### src/rtl/sdram_arbiter.sv
// sdram_arbiter
//   Shares one SDRAM controller command/response port between two masters:
//   port 0 (video scan-out, burst reads, high priority) and port 1 (CPU
//   bridge, reads and writes). A grant covers one complete SDRAM cycle, from
//   command acceptance up to the owner's ack pulse. Video has fixed priority,
//   but after STARVE_LIMIT consecutive video grants with the CPU waiting, the
//   CPU is granted next.
//
// Ports
//   clk_i, rst_ni                 clock, asynchronous active-low reset
//   m0_*                          video master: request, address, read data, ack
//   m1_*                          CPU master: request, address, wr/wdata, response, ack
//   sdram_rdy                     controller finished initialisation
//   sdram_cmd_* / sdram_addr_x16 /
//   sdram_wr / sdram_wdata        command forwarded from the owning master
//   sdram_resp_valid/sdram_rdata  controller response, routed to the owner
//   sdram_ack                     owner's ack forwarded to the controller
//   err_o                         sticky protocol error, cleared only by reset
module sdram_arbiter #(
    parameter int ADDR_W       = 24,
    parameter int DATA_W       = 16,
    parameter int STARVE_LIMIT = 4,
    parameter int STARVE_W     = 3
) (
    input  logic              clk_i,
    input  logic              rst_ni,
    input  logic              m0_cmd_valid,
    output logic              m0_cmd_ready,
    input  logic [ADDR_W-1:0] m0_addr_x16,
    output logic              m0_resp_valid,
    output logic [DATA_W-1:0] m0_rdata,
    input  logic              m0_ack,
    input  logic              m1_cmd_valid,
    output logic              m1_cmd_ready,
    input  logic [ADDR_W-1:0] m1_addr_x16,
    input  logic              m1_wr,
    input  logic [DATA_W-1:0] m1_wdata,
    output logic              m1_resp_valid,
    output logic [DATA_W-1:0] m1_rdata,
    input  logic              m1_ack,
    input  logic              sdram_rdy,
    output logic              sdram_cmd_valid,
    input  logic              sdram_cmd_ready,
    output logic [ADDR_W-1:0] sdram_addr_x16,
    output logic              sdram_wr,
    output logic [DATA_W-1:0] sdram_wdata,
    input  logic              sdram_resp_valid,
    input  logic [DATA_W-1:0] sdram_rdata,
    output logic              sdram_ack,
    output logic              err_o
);

    typedef enum logic [2:0] {
        S_IDLE,
        S_CMD0,
        S_DATA0,
        S_CMD1,
        S_DATA1
    } state_e;

    localparam logic [STARVE_W-1:0] LIMIT = STARVE_W'(STARVE_LIMIT);

    state_e              state_q, state_d;
    logic [STARVE_W-1:0] starve_q, starve_d;
    logic                err_q, err_d;

    always_ff @(posedge clk_i or negedge rst_ni) begin
        if (!rst_ni) begin
            state_q  <= S_IDLE;
            starve_q <= '0;
            err_q    <= 1'b0;
        end else begin
            state_q  <= state_d;
            starve_q <= starve_d;
            err_q    <= err_d;
        end
    end

    always_comb begin
        state_d         = state_q;
        starve_d        = starve_q;
        m0_cmd_ready    = 1'b0;
        m1_cmd_ready    = 1'b0;
        m0_resp_valid   = 1'b0;
        m1_resp_valid   = 1'b0;
        m0_rdata        = sdram_rdata;
        m1_rdata        = sdram_rdata;
        sdram_cmd_valid = 1'b0;
        sdram_addr_x16  = m0_addr_x16;
        sdram_wr        = 1'b0;
        sdram_wdata     = '0;
        sdram_ack       = 1'b0;

        unique case (state_q)
            S_IDLE: begin
                if (sdram_rdy) begin
                    if (m0_cmd_valid && (!m1_cmd_valid || starve_q < LIMIT)) begin
                        state_d = S_CMD0;
                        // Only video grants taken while the CPU waits count toward starvation.
                        if (!m1_cmd_valid)
                            starve_d = '0;
                        else if (starve_q != LIMIT)
                            starve_d = starve_q + 1'b1;
                    end else if (m1_cmd_valid) begin
                        state_d  = S_CMD1;
                        starve_d = '0;
                    end
                end
            end
            S_CMD0: begin
                sdram_cmd_valid = m0_cmd_valid;
                m0_cmd_ready    = sdram_cmd_ready;
                if (!m0_cmd_valid)
                    state_d = S_IDLE;
                else if (sdram_cmd_ready)
                    state_d = S_DATA0;
            end
            S_DATA0: begin
                m0_resp_valid = sdram_resp_valid;
                sdram_ack     = m0_ack;
                if (m0_ack)
                    state_d = S_IDLE;
            end
            S_CMD1: begin
                sdram_cmd_valid = m1_cmd_valid;
                m1_cmd_ready    = sdram_cmd_ready;
                sdram_addr_x16  = m1_addr_x16;
                sdram_wr        = m1_wr;
                sdram_wdata     = m1_wdata;
                if (!m1_cmd_valid)
                    state_d = S_IDLE;
                else if (sdram_cmd_ready)
                    state_d = S_DATA1;
            end
            S_DATA1: begin
                m1_resp_valid = sdram_resp_valid;
                sdram_ack     = m1_ack;
                if (m1_ack)
                    state_d = S_IDLE;
            end
            default: state_d = S_IDLE;
        endcase
    end

    // Error sources: response outside a data phase, ack from a non-owner,
    // or the owner's ack coinciding with a response word.
    always_comb begin
        err_d = err_q;
        if (sdram_resp_valid && (state_q == S_IDLE || state_q == S_CMD0 || state_q == S_CMD1))
            err_d = 1'b1;
        if (m0_ack && state_q != S_DATA0)
            err_d = 1'b1;
        if (m1_ack && state_q != S_DATA1)
            err_d = 1'b1;
        if (sdram_resp_valid && ((state_q == S_DATA0 && m0_ack) || (state_q == S_DATA1 && m1_ack)))
            err_d = 1'b1;
    end

    assign err_o = err_q;

endmodule
### config.mk
export PLATFORM = sky130hd
export DESIGN_NAME = sdram_arbiter
export DESIGN_NICKNAME = d
export VERILOG_FILES = /design/src/rtl/sdram_arbiter.sv
export SDC_FILE = /design/constraint.sdc
export NUM_CORES = 1
export LEC_CHECK = 0
export BUFFER_PORTS_ARGS = -buffer_cell sky130_fd_sc_hd__buf_4
export CORE_AREA = 2 2 65 67
export DETAILED_ROUTE_END_ITERATION = 10
export DIE_AREA = 0 0 67 69
export PLACE_DENSITY_LB_ADDON = 0.25
export SLEW_MARGIN = 10
export SYNTH_ARGS = -nofsm -noshare
export SYNTH_HDL_FRONTEND = slang
export SYNTH_SLANG_ARGS = --single-unit
### constraint.sdc
create_clock -name clk_i -period 2.75 [get_ports clk_i]
set_input_delay 0.55 -clock clk_i [delete_from_list [all_inputs] [get_ports clk_i]]
set_output_delay 0.55 -clock clk_i [all_outputs]
set_load 0.02 [all_outputs]
==> results of run 1 <==
[state kept, by name, summed over array words and instances, names as in the netlist]
| name | count |
|---|---|
| state_q | 3 |
| err_o | 1 |
| starve_q | 3 |
[layout by cell type (no fill, tap or decap), drive strengths merged, types with 3 or more instances in the layout]
cell / netlist / layout
nand2: 8 / 8
inv: 4 / 4
nor2: 4 / 4
nor3: 3 / 3
a21oi: 3 / 3
nand3b: 3 / 3
and3: 20 / 20
mux2: 25 / 25
clkbuf: 4 / 4
buf: 37 / 124
dfrtp: 7 / 7
o21ai: 6 / 6
[final cells by class]
class | count | area [um^2] | share of cell area [%]
inverters | 4 | 15.0 | 0.796
clock buffers | 4 | 45.0 | 2.39
repair buffers | 124 | 931 | 49.4
multi-input cells | 86 | 657 | 34.8
well taps | 50 | 62.6 | 3.32
flip-flops and latches | 7 | 175 | 9.29
[per-stage QoR]
| step | util [%] | worst slack, ps | hold slack [ps] | cells |
|---|---|---|---|---|
| 6_report | 48.2 | 260 | 131 | 275 |
| 5_1_grt | 48.2 | 122 | 134 | 275 |
| 4_1_cts | 48.2 | 242 | 129 | 275 |
| 3_5_place_dp | 47.0 | 491 | 368 | 271 |
| 3_3_place_gp | 47.0 | 513 | 368 | 271 |
| 2_1_floorplan | - | 714 | 254 | 138 |
[logic make-up (layout without fill, tap and decap cells)]
family / after synthesis / after routing / share of synthesized area, %
adders and majority gates: 2 / 2 / 2.20
and+or+nand+nor: 43 / 43 / 21.5
DFF: 7 / 7 / 15.4
buffers and inverters: 45 / 132 / 27.0
muxes: 26 / 26 / 25.6
AOI/OAI and AO/OA: 15 / 15 / 8.34
[final timing paths]
| kind | end | depth (start not counted) |
|---|---|---|
| worst max register to register | state_q[1]$_DFFE_PN0P_ | 5 |
| max in group asynchronous | err_o$_DFFE_PN0P_ | 1 |
| worst min-delay path | starve_q[0]$_DFFE_PN0P_ | 1 |
| worst min register to register | err_o$_DFFE_PN0P_ | 1 |
| worst max-delay path | sdram_addr_x16[22] | 5 |
| min in group clk_i | err_o$_DFFE_PN0P_ | 1 |
[metal layers]
layer  up-vias  global-route usage [%]  wire (um)
li1        621                       -          -
met1       538                    17.2       1390
met2        71                    28.4       2080
met3         6                    5.38        500
met4         0                    2.49         20
met5         -                       0          0
[power by group]
group          leakage, nW  switching (W)  internal, W  total [W]
clock network       0.0228      0.0000410     0.000100   0.000141
registers           0.0890      0.0000370     0.000129   0.000166
logic                0.911       0.000391     0.000370   0.000760
total                 1.02       0.000468     0.000599    0.00107
[worst reg2reg max path: stages, from the launching register on]
cell      delay [ps]
dfrtp_1          330
buf_4            240
inv_2            100
or4_4            530
o211ai_2          90
mux2_1           330
==> out/metrics.yaml, run 1 <==
worst_setup_path:
  max_stage_delay_ps: 500
  crit_type: "reg2out"
  critical-path-top-delay-family: "flip-flops"
  setup.worst_path.start_class: "register"
  cp_max_fo: 24
  critical_path_required_ps: 2200
  r2r_slack_ps: 1000
  cp_cell_sequence: "nor2b_2 -> and2_1 -> buf_4 -> mux2_2 -> buf_4"
  worst-path-buf-inv: 2
  worst_setup_path_end_kind: "primary output"
  cpMaxStageDelayCell: "dfrtp_1"
  cpMostUsedCell: "buf_4"
  r2r_start: "state_q[0]$_DFFE_PN0P_"
  arrival_ps: 1940
  cp-startpoint: "state_q[1]$_DFFE_PN0P_"
timing:
  max_freq_mhz: 402
  slew_headroom_pct: 74.1
  clock_skew_ps: 2.60
  finalSetupTns_ps: 0
  setup_viol: 0
  drv_slew: 0
  rsz0062_at_grt: "no"
  post-route-period-util_pct: 90.5
  tightest_slew_ps: 387
  final.min_clock_period_ps: 2490
  hold_viol: 0
synth:
  synth_area_um2: 1140
  synth_edf_count: 0
  synth_cells: 138
  yosysUniqueCellTypes: 29
  syn-num-nets: 230
  yosys_most_used_dff: "dfrtp_1"
  yosysTopAreaCell: "mux2_2"
  synth-seq-cells: 7
  synth-seq-area-share_pct: 15.4
  ys_warn_count: 0
  yosys-top-cells-count: "buf_4 (32), mux2_2 (24), and3_1 (20)"
  synth_most_common_cell: "buf_4"
  synth_top_area_share_pct: 23.7
  async_reset_ff_share_pct: 100
  synth.avg_cell_area_um2: 8.26
  synth_area_leaders: "mux2_2 (24%), buf_4 (21%), dfrtp_1 (15%)"
place:
  placedInstanceArea_um2: 1840
  hpwl_um: 3310
  io_buffers: 121
  place_congestion: 0.788
cells_and_area:
  antennaDiodeCount: 0
  n_fill_cell: 379
  final_nets: 318
  drive_gt1_share_pct: 68.9
  finalInstanceArea_um2: 1890
  area_growth_pct: 65.4
detailed_routing:
  drc: 0
  viasPerCell: 4.49
  wire_per_inst_um: 14.5
  vias: 1236
  dr.pass1.iters: 2
  drtAntennaViolNets: 0
  drt_iter0_markers: 47
  routed_wl_um: 3990
cts:
  post-cts-setup-buffer-count: 0
  clk_pin_slew_ps: 40
  clk_latency_ps: 220
  cts_hold_buf: 0
  cts-resized-gates: 0
  clock-sinks: 7
  clock_path_buffers: 2
  cts_buffers: 3
  h-tree-depth: 1
  cts_tree: "yes"
  cts_root_buffer: "clkbuf_8"
power_and_ir_drop:
  ir_drop_uv: 468
  pwr_density_cell_nw_per_um2: 566
  p_leak_nw: 1.02
  power_w: 0.00107
die:
  dieArea_um2: 4620
  core_region_area_um2: 3910
  die_h_um: 69
  die_w_um: 67
  initial_core_util_pct: 29.1
  io_pins: 170
  rows: 23
global_route:
  grt_pass1_vias: 1166
  antenna_found_initial: 0
  grt_first_pass_wirelength_um: 5780
  grtUsageTotal_pct: 15.6
  grt_remaining_overflow: 0
  grt_max_degree: 26
hold_path:
  hold_path_class: "in2async"
run:
  maxCapViolCount: 0
status:
  status: "finished, final reports clean"
Note: power is estimated with default switching activity, not from simulation.
==> run 2, diff against run 1 <==
==> constraint.sdc (replaced) <==
create_clock -name clk_i -period 2.75 [get_ports clk_i]
set_input_delay 0.4125 -clock clk_i [delete_from_list [all_inputs] [get_ports clk_i]]
set_output_delay 0.4125 -clock clk_i [all_outputs]
set_load 0.02 [all_outputs]
==> out/metrics.yaml, run 2 (synthesized netlist as in run 1, its figures left out) <==
timing:
  tightest_slew_ps: 403  # +15.8 ps
  hold_viol: 0  # unchanged
  post-route-period-util_pct: 86.5  # -4.0 points
  finalWorstSetupSlack_ps: 371  # +111 ps
  clock_skew_ps: 1.82  # -0.783 ps
  slew_headroom_pct: 73.0  # -1.1 points
  drv_slew: 0  # unchanged
  finalSetupTns_ps: 0  # unchanged
  setup_viol: 0  # unchanged
  max_freq_mhz: 420  # +4.6%
  rsz0062_at_grt: "no"
  final.min_clock_period_ps: 2380  # -111 ps
  hold_ws_ps: 419  # +288 ps
global_route:
  grt_first_pass_wirelength_um: 5890  # +1.9%
  grtUsageTotal_pct: 16.3  # +0.71 points
  grt_max_degree: 26  # unchanged
  grt_pass1_vias: 1186  # +1.7%
  grt_remaining_overflow: 0  # unchanged
  antenna_found_initial: 0  # unchanged
detailed_routing:
  wire_per_inst_um: 14.7  # +1.3%
  vias: 1277  # +3.3%
  viasPerCell: 4.63  # +2.9%
  drtAntennaViolNets: 0  # unchanged
  routed_wl_um: 4060  # +1.7%
  dr.pass1.iters: 4  # +2
  drt_iter0_markers: 39  # -17%
  drc: 0  # unchanged
die:
  die_w_um: 67  # unchanged
  die_h_um: 69  # unchanged
  rows: 23  # unchanged
  dieArea_um2: 4620  # unchanged
  initial_core_util_pct: 29.1  # unchanged
  core_region_area_um2: 3910  # unchanged
  io_pins: 170  # unchanged
cts:
  h-tree-depth: 1  # unchanged
  cts_root_buffer: "clkbuf_8"
  cts_buffers: 3  # unchanged
  clk_pin_slew_ps: 40  # about the same
  clock_path_buffers: 2  # unchanged
  clk_latency_ps: 230  # about the same
  clock-sinks: 7  # unchanged
  cts_tree: "yes"
cells_and_area:
  final_nets: 319  # +0.31%
  fin_util_pct: 48.4  # +0.26 points
  antennaDiodeCount: 0  # unchanged
  drive_gt1_share_pct: 68.6  # -0.30 points
  area_growth_pct: 66.3
  multiInputGateArea_um2: 657  # unchanged
  n_fill_cell: 378  # -0.26%
  final_common_cell: "buf_4"
  final_cells: 276  # +0.36%
  seq_area_um2: 175  # unchanged
  mostFrequentLayoutCells: "buf_4 (124), mux2_2 (24), and3_1 (20)"
run:
  maxCapViolCount: 0  # unchanged
status:
  status: "finished, final reports clean"
worst_setup_path:
  r2r_start: "state_q[0]$_DFFE_PN0P_"
  crit_type: "reg2out"
  cp_max_fo: 24  # unchanged
  worst_setup_path_end_kind: "primary output"
  arrival_ps: 1970  # +30 ps
  cp-startpoint: "state_q[1]$_DFFE_PN0P_"
  critical_path_required_ps: 2340  # +140 ps
  setup.worst_path.start_class: "register"
place:
  place_inst: 271  # unchanged
  place_congestion: 0.790  # +0.37%
  io_buffers: 121  # unchanged
  hpwl_um: 3320  # +0.31%
  dp_slack_ps: 626  # +134 ps
hold_path:
  min-delay-start: "m1_ack"
  hold_path_class: "in2reg"
power_and_ir_drop:
  p_leak_nw: 1.03  # +0.41%
  ir_drop_uv: 366  # -22%
  pwr_density_cell_nw_per_um2: 569  # +0.52%
[run 2: cell types whose count changed in the layout (fill, tap and decap cells not counted)]
cell	previous run	this run
dlygate4sd3_1	0	1
[run 2: path summary, 6_finish.rpt]
check	endpoint	slack [ps]	cells after the start
max	sdram_addr_x16[22]	370	5
min	state_q[2]$_DFFE_PN0P_	420	2
max reg2reg	state_q[1]$_DFFE_PN0P_	990	5
min reg2reg	err_o$_DFFE_PN0P_	490	1
max in group asynchronous	state_q[0]$_DFFE_PN0P_	2100	2
min in group asynchronous	starve_q[2]$_DFFE_PN0P_	530	2
[run 2: critical path, cell delays in order, from the launching register on]
cell and delay, ps:
dfrtp_1 490, nor2b_2 210, and2_1 160, buf_4 310, mux2_2 390, buf_4 160
[run 2: cell type report]
type / instances / area share, %
inverter: 4 / 0.792
timing repair buffer: 125 / 49.6
tap: 50 / 3.30
sequential: 7 / 9.24
clock buffer: 4 / 2.38
multi-input combinational: 86 / 34.7
[run 2: layer usage]
layer	vias to the layer above	track usage (%)	share of wire, %
li1	622	-	-
met1	570	17.7	36
met2	78	28.7	51
met3	7	5.71	12
met4	0	5.22	1.2
met5	-	0	0
[run 2: through the flow]
stage,instance area (um^2),power [W]
finish,1900,0.00108
CTS,1900,0.00109
floorplan,1140,0.000699
detailed placement,1840,0.000933
global placement,1840,0.000930
global route,1900,0.00115
[run 2: where the power goes]
group          switching [W]  internal (W)  total (W)
combinational       0.000395      0.000371   0.000766
clock              0.0000476      0.000101   0.000148
sequential         0.0000358      0.000129   0.000165
total               0.000478      0.000600    0.00108
[run 2: repair_timing]
| item | 4_1_cts | 5_1_grt |
|---|---|---|
| endpoints found under the setup margin | 0 | 0 |
| setup buffers | 0 | 0 |
| hold endpoints to repair | 7 | 0 |
| resized for setup | 0 | 0 |
| hold buffers | 1 | 0 |
==> run 3, diff against run 2 <==
- CELL_PAD_IN_SITES_DETAIL_PLACEMENT: not set -> 0
- CELL_PAD_IN_SITES_GLOBAL_PLACEMENT: not set -> 1
- CORE_AREA: 2 2 65 67 -> not set
- CORE_MARGIN: not set -> 2
- CORE_UTILIZATION: not set -> 19
- CTS_BUF_LIST: not set -> sky130_fd_sc_hd__clkbuf_4
- CTS_CLUSTER_SIZE: not set -> 10
- DIE_AREA: 0 0 67 69 -> not set
==> out/metrics.yaml, run 3 (synthesized netlist as in run 1, its figures left out) <==
detailed_routing:
  drc: 0  # unchanged
  dr.pass1.iters: 4  # unchanged
  viasPerCell: 4.39  # -5.1%
  wire_per_inst_um: 13.6  # -7.2%
  drtAntennaViolNets: 0  # unchanged
  vias: 1321  # +3.4%
  drt_iter0_markers: 15  # -62%
  routed_wl_um: 4100  # +1.2%
timing:
  finalSetupTns_ps: 0  # unchanged
  drv_slew: 0  # unchanged
  final.min_clock_period_ps: 2380  # -0.623 ps
  hold_viol: 0  # unchanged
  setup_viol: 0  # unchanged
  rsz0062_at_grt: "no"
  clock_skew_ps: 3.79  # +1.97 ps
  post-route-period-util_pct: 86.5  # about the same
  max_freq_mhz: 420  # about the same
  slew_headroom_pct: 71.1  # -1.9 points
  tightest_slew_ps: 431  # +28.3 ps
die:
  io_pins: 170  # unchanged
  core_region_area_um2: 5850  # +49%
  rows: 28  # +22%
  initial_core_util_pct: 19.5  # -9.6 points
  die_w_um: 81.5  # +22%
  dieArea_um2: 6630  # +44%
  die_h_um: 81.5  # +18%
worst_setup_path:
  worst-path-buf-inv: 2  # unchanged
  cpMostUsedCell: "buf_4"
  cpMaxStageDelayCell: "dfrtp_1"
  cp_cell_sequence: "nor2b_2 -> and2_1 -> buf_4 -> mux2_2 -> buf_4"
  critical_path_required_ps: 2340  # about the same
  critical-path-top-delay-family: "flip-flops"
  worst_setup_path_end_kind: "primary output"
  crit_type: "reg2out"
  setup.worst_path.start_class: "register"
  arrival_ps: 1970  # about the same
  cp_max_fo: 25  # +4.2%
  max_stage_delay_ps: 500  # about the same
cts:
  clk_latency_ps: 250  # +20 ps
  cts_root_buffer: "clkbuf_4"
  cts_buffers: 3  # unchanged
  post-cts-setup-buffer-count: 0  # unchanged
  cts_tree: "yes"
  clock-sinks: 7  # unchanged
  h-tree-depth: 1  # unchanged
  clock_path_buffers: 2  # unchanged
  clk_pin_slew_ps: 50  # about the same
power_and_ir_drop:
  ir_drop_uv: 319  # -13%
  pwr_density_cell_nw_per_um2: 540  # -5.0%
  p_leak_nw: 1.02  # -0.42%
hold_path:
  hold_path_class: "in2reg"
place:
  place_congestion: 0.728  # -7.9%
  io_buffers: 121  # unchanged
  hpwl_um: 3460  # +4.4%
  place_inst: 296  # +9.2%
  placedInstanceArea_um2: 1870  # +1.7%
status:
  status: "finished, final reports clean"
cells_and_area:
  n_fill_cell: 639  # +69%
  drive_gt1_share_pct: 69.0  # +0.44 points
  final_nets: 319  # unchanged
  finalInstanceArea_um2: 1910  # +0.86%
  final_cells: 301  # +9.1%
  final_common_cell: "buf_4"
  area_growth_pct: 67.7
  mostFrequentLayoutCells: "buf_4 (124), mux2_2 (24), and3_1 (20)"
  antennaDiodeCount: 0  # unchanged
global_route:
  grtUsageTotal_pct: 11.3  # -5.0 points
  grt_pass1_vias: 1289  # +8.7%
  grt_first_pass_wirelength_um: 5980  # +1.4%
  antenna_found_initial: 0  # unchanged
  grt_remaining_overflow: 0  # unchanged
  grt_max_degree: 26  # unchanged
run:
  maxCapViolCount: 0  # unchanged
-- run 3: changes by cell type in the layout (fill, tap and decap cells not counted) --
cell / previous run / this run
clkbuf_4: 0 / 4
clkbuf_8: 3 / 0
clkbuf_1: 1 / 0
-- run 3: metal layers --
| layer | global-route usage, % | vias up | wire length [um] |
|---|---|---|---|
| met5 | 0 | - | 0 |
| met4 | 1.53 | 0 | 0 |
| met3 | 3.52 | 0 | 597 |
| met2 | 20.4 | 121 | 1940 |
| met1 | 13.4 | 575 | 1570 |
| li1 | - | 625 | - |
-- run 3: final cells by class --
cell class / count / area (um^2) / share of cell area, %
clock buffers: 4 / 30.0 / 1.57
inverters: 4 / 15.0 / 0.785
multi-input cells: 86 / 657 / 34.4
flip-flops and latches: 7 / 175 / 9.16
well taps: 75 / 93.8 / 4.91
repair buffers: 125 / 941 / 49.2
-- run 3: path summary, 6_finish.rpt --
kind,startpoint,endpoint,slack [ps],cells after the start
max in group asynchronous,rst_ni,starve_q[2]$_DFFE_PN0P_,2110,2
worst min-delay path,m1_ack,state_q[2]$_DFFE_PN0P_,390,2
worst max-delay path,state_q[1]$_DFFE_PN0P_,sdram_addr_x16[8],370,5
min in group asynchronous,rst_ni,starve_q[0]$_DFFE_PN0P_,520,2
worst max register to register,state_q[0]$_DFFE_PN0P_,state_q[1]$_DFFE_PN0P_,970,5
worst min register to register,err_o$_DFFE_PN0P_,err_o$_DFFE_PN0P_,480,1
-- run 3: stage by stage --
| stage | hold slack [ps] | total power [W] | setup slack (ps) | util [%] |
|---|---|---|---|---|
| floorplan | 117 | 0.000699 | 851 | - |
| global placement | 233 | 0.000951 | 624 | 32.0 |
| detailed placement | 238 | 0.000939 | 626 | 32.0 |
| CTS | 389 | 0.00105 | 342 | 32.7 |
| global route | 409 | 0.00112 | 233 | 32.7 |
| finish | 393 | 0.00103 | 371 | 32.7 |
-- run 3: where the power goes --
group / total, W / internal [W] / switching, W
clock network: 0.000107 / 0.0000655 / 0.0000415
registers: 0.000168 / 0.000129 / 0.0000393
logic: 0.000758 / 0.000370 / 0.000388
total: 0.00103 / 0.000564 / 0.000469
-- run 3: what timing repair did --
item | CTS | global route
hold buffers | 1 | 0
hold endpoints to repair | 7 | 0
gates resized for setup | 0 | 0
-- run 3: worst register-to-register path, cell delays in order, from the launching register on --
cell      delay, ps
dfrtp_1         370
buf_4           240
inv_2            90
or4_4           550
o211ai_2         90
mux2_1          320
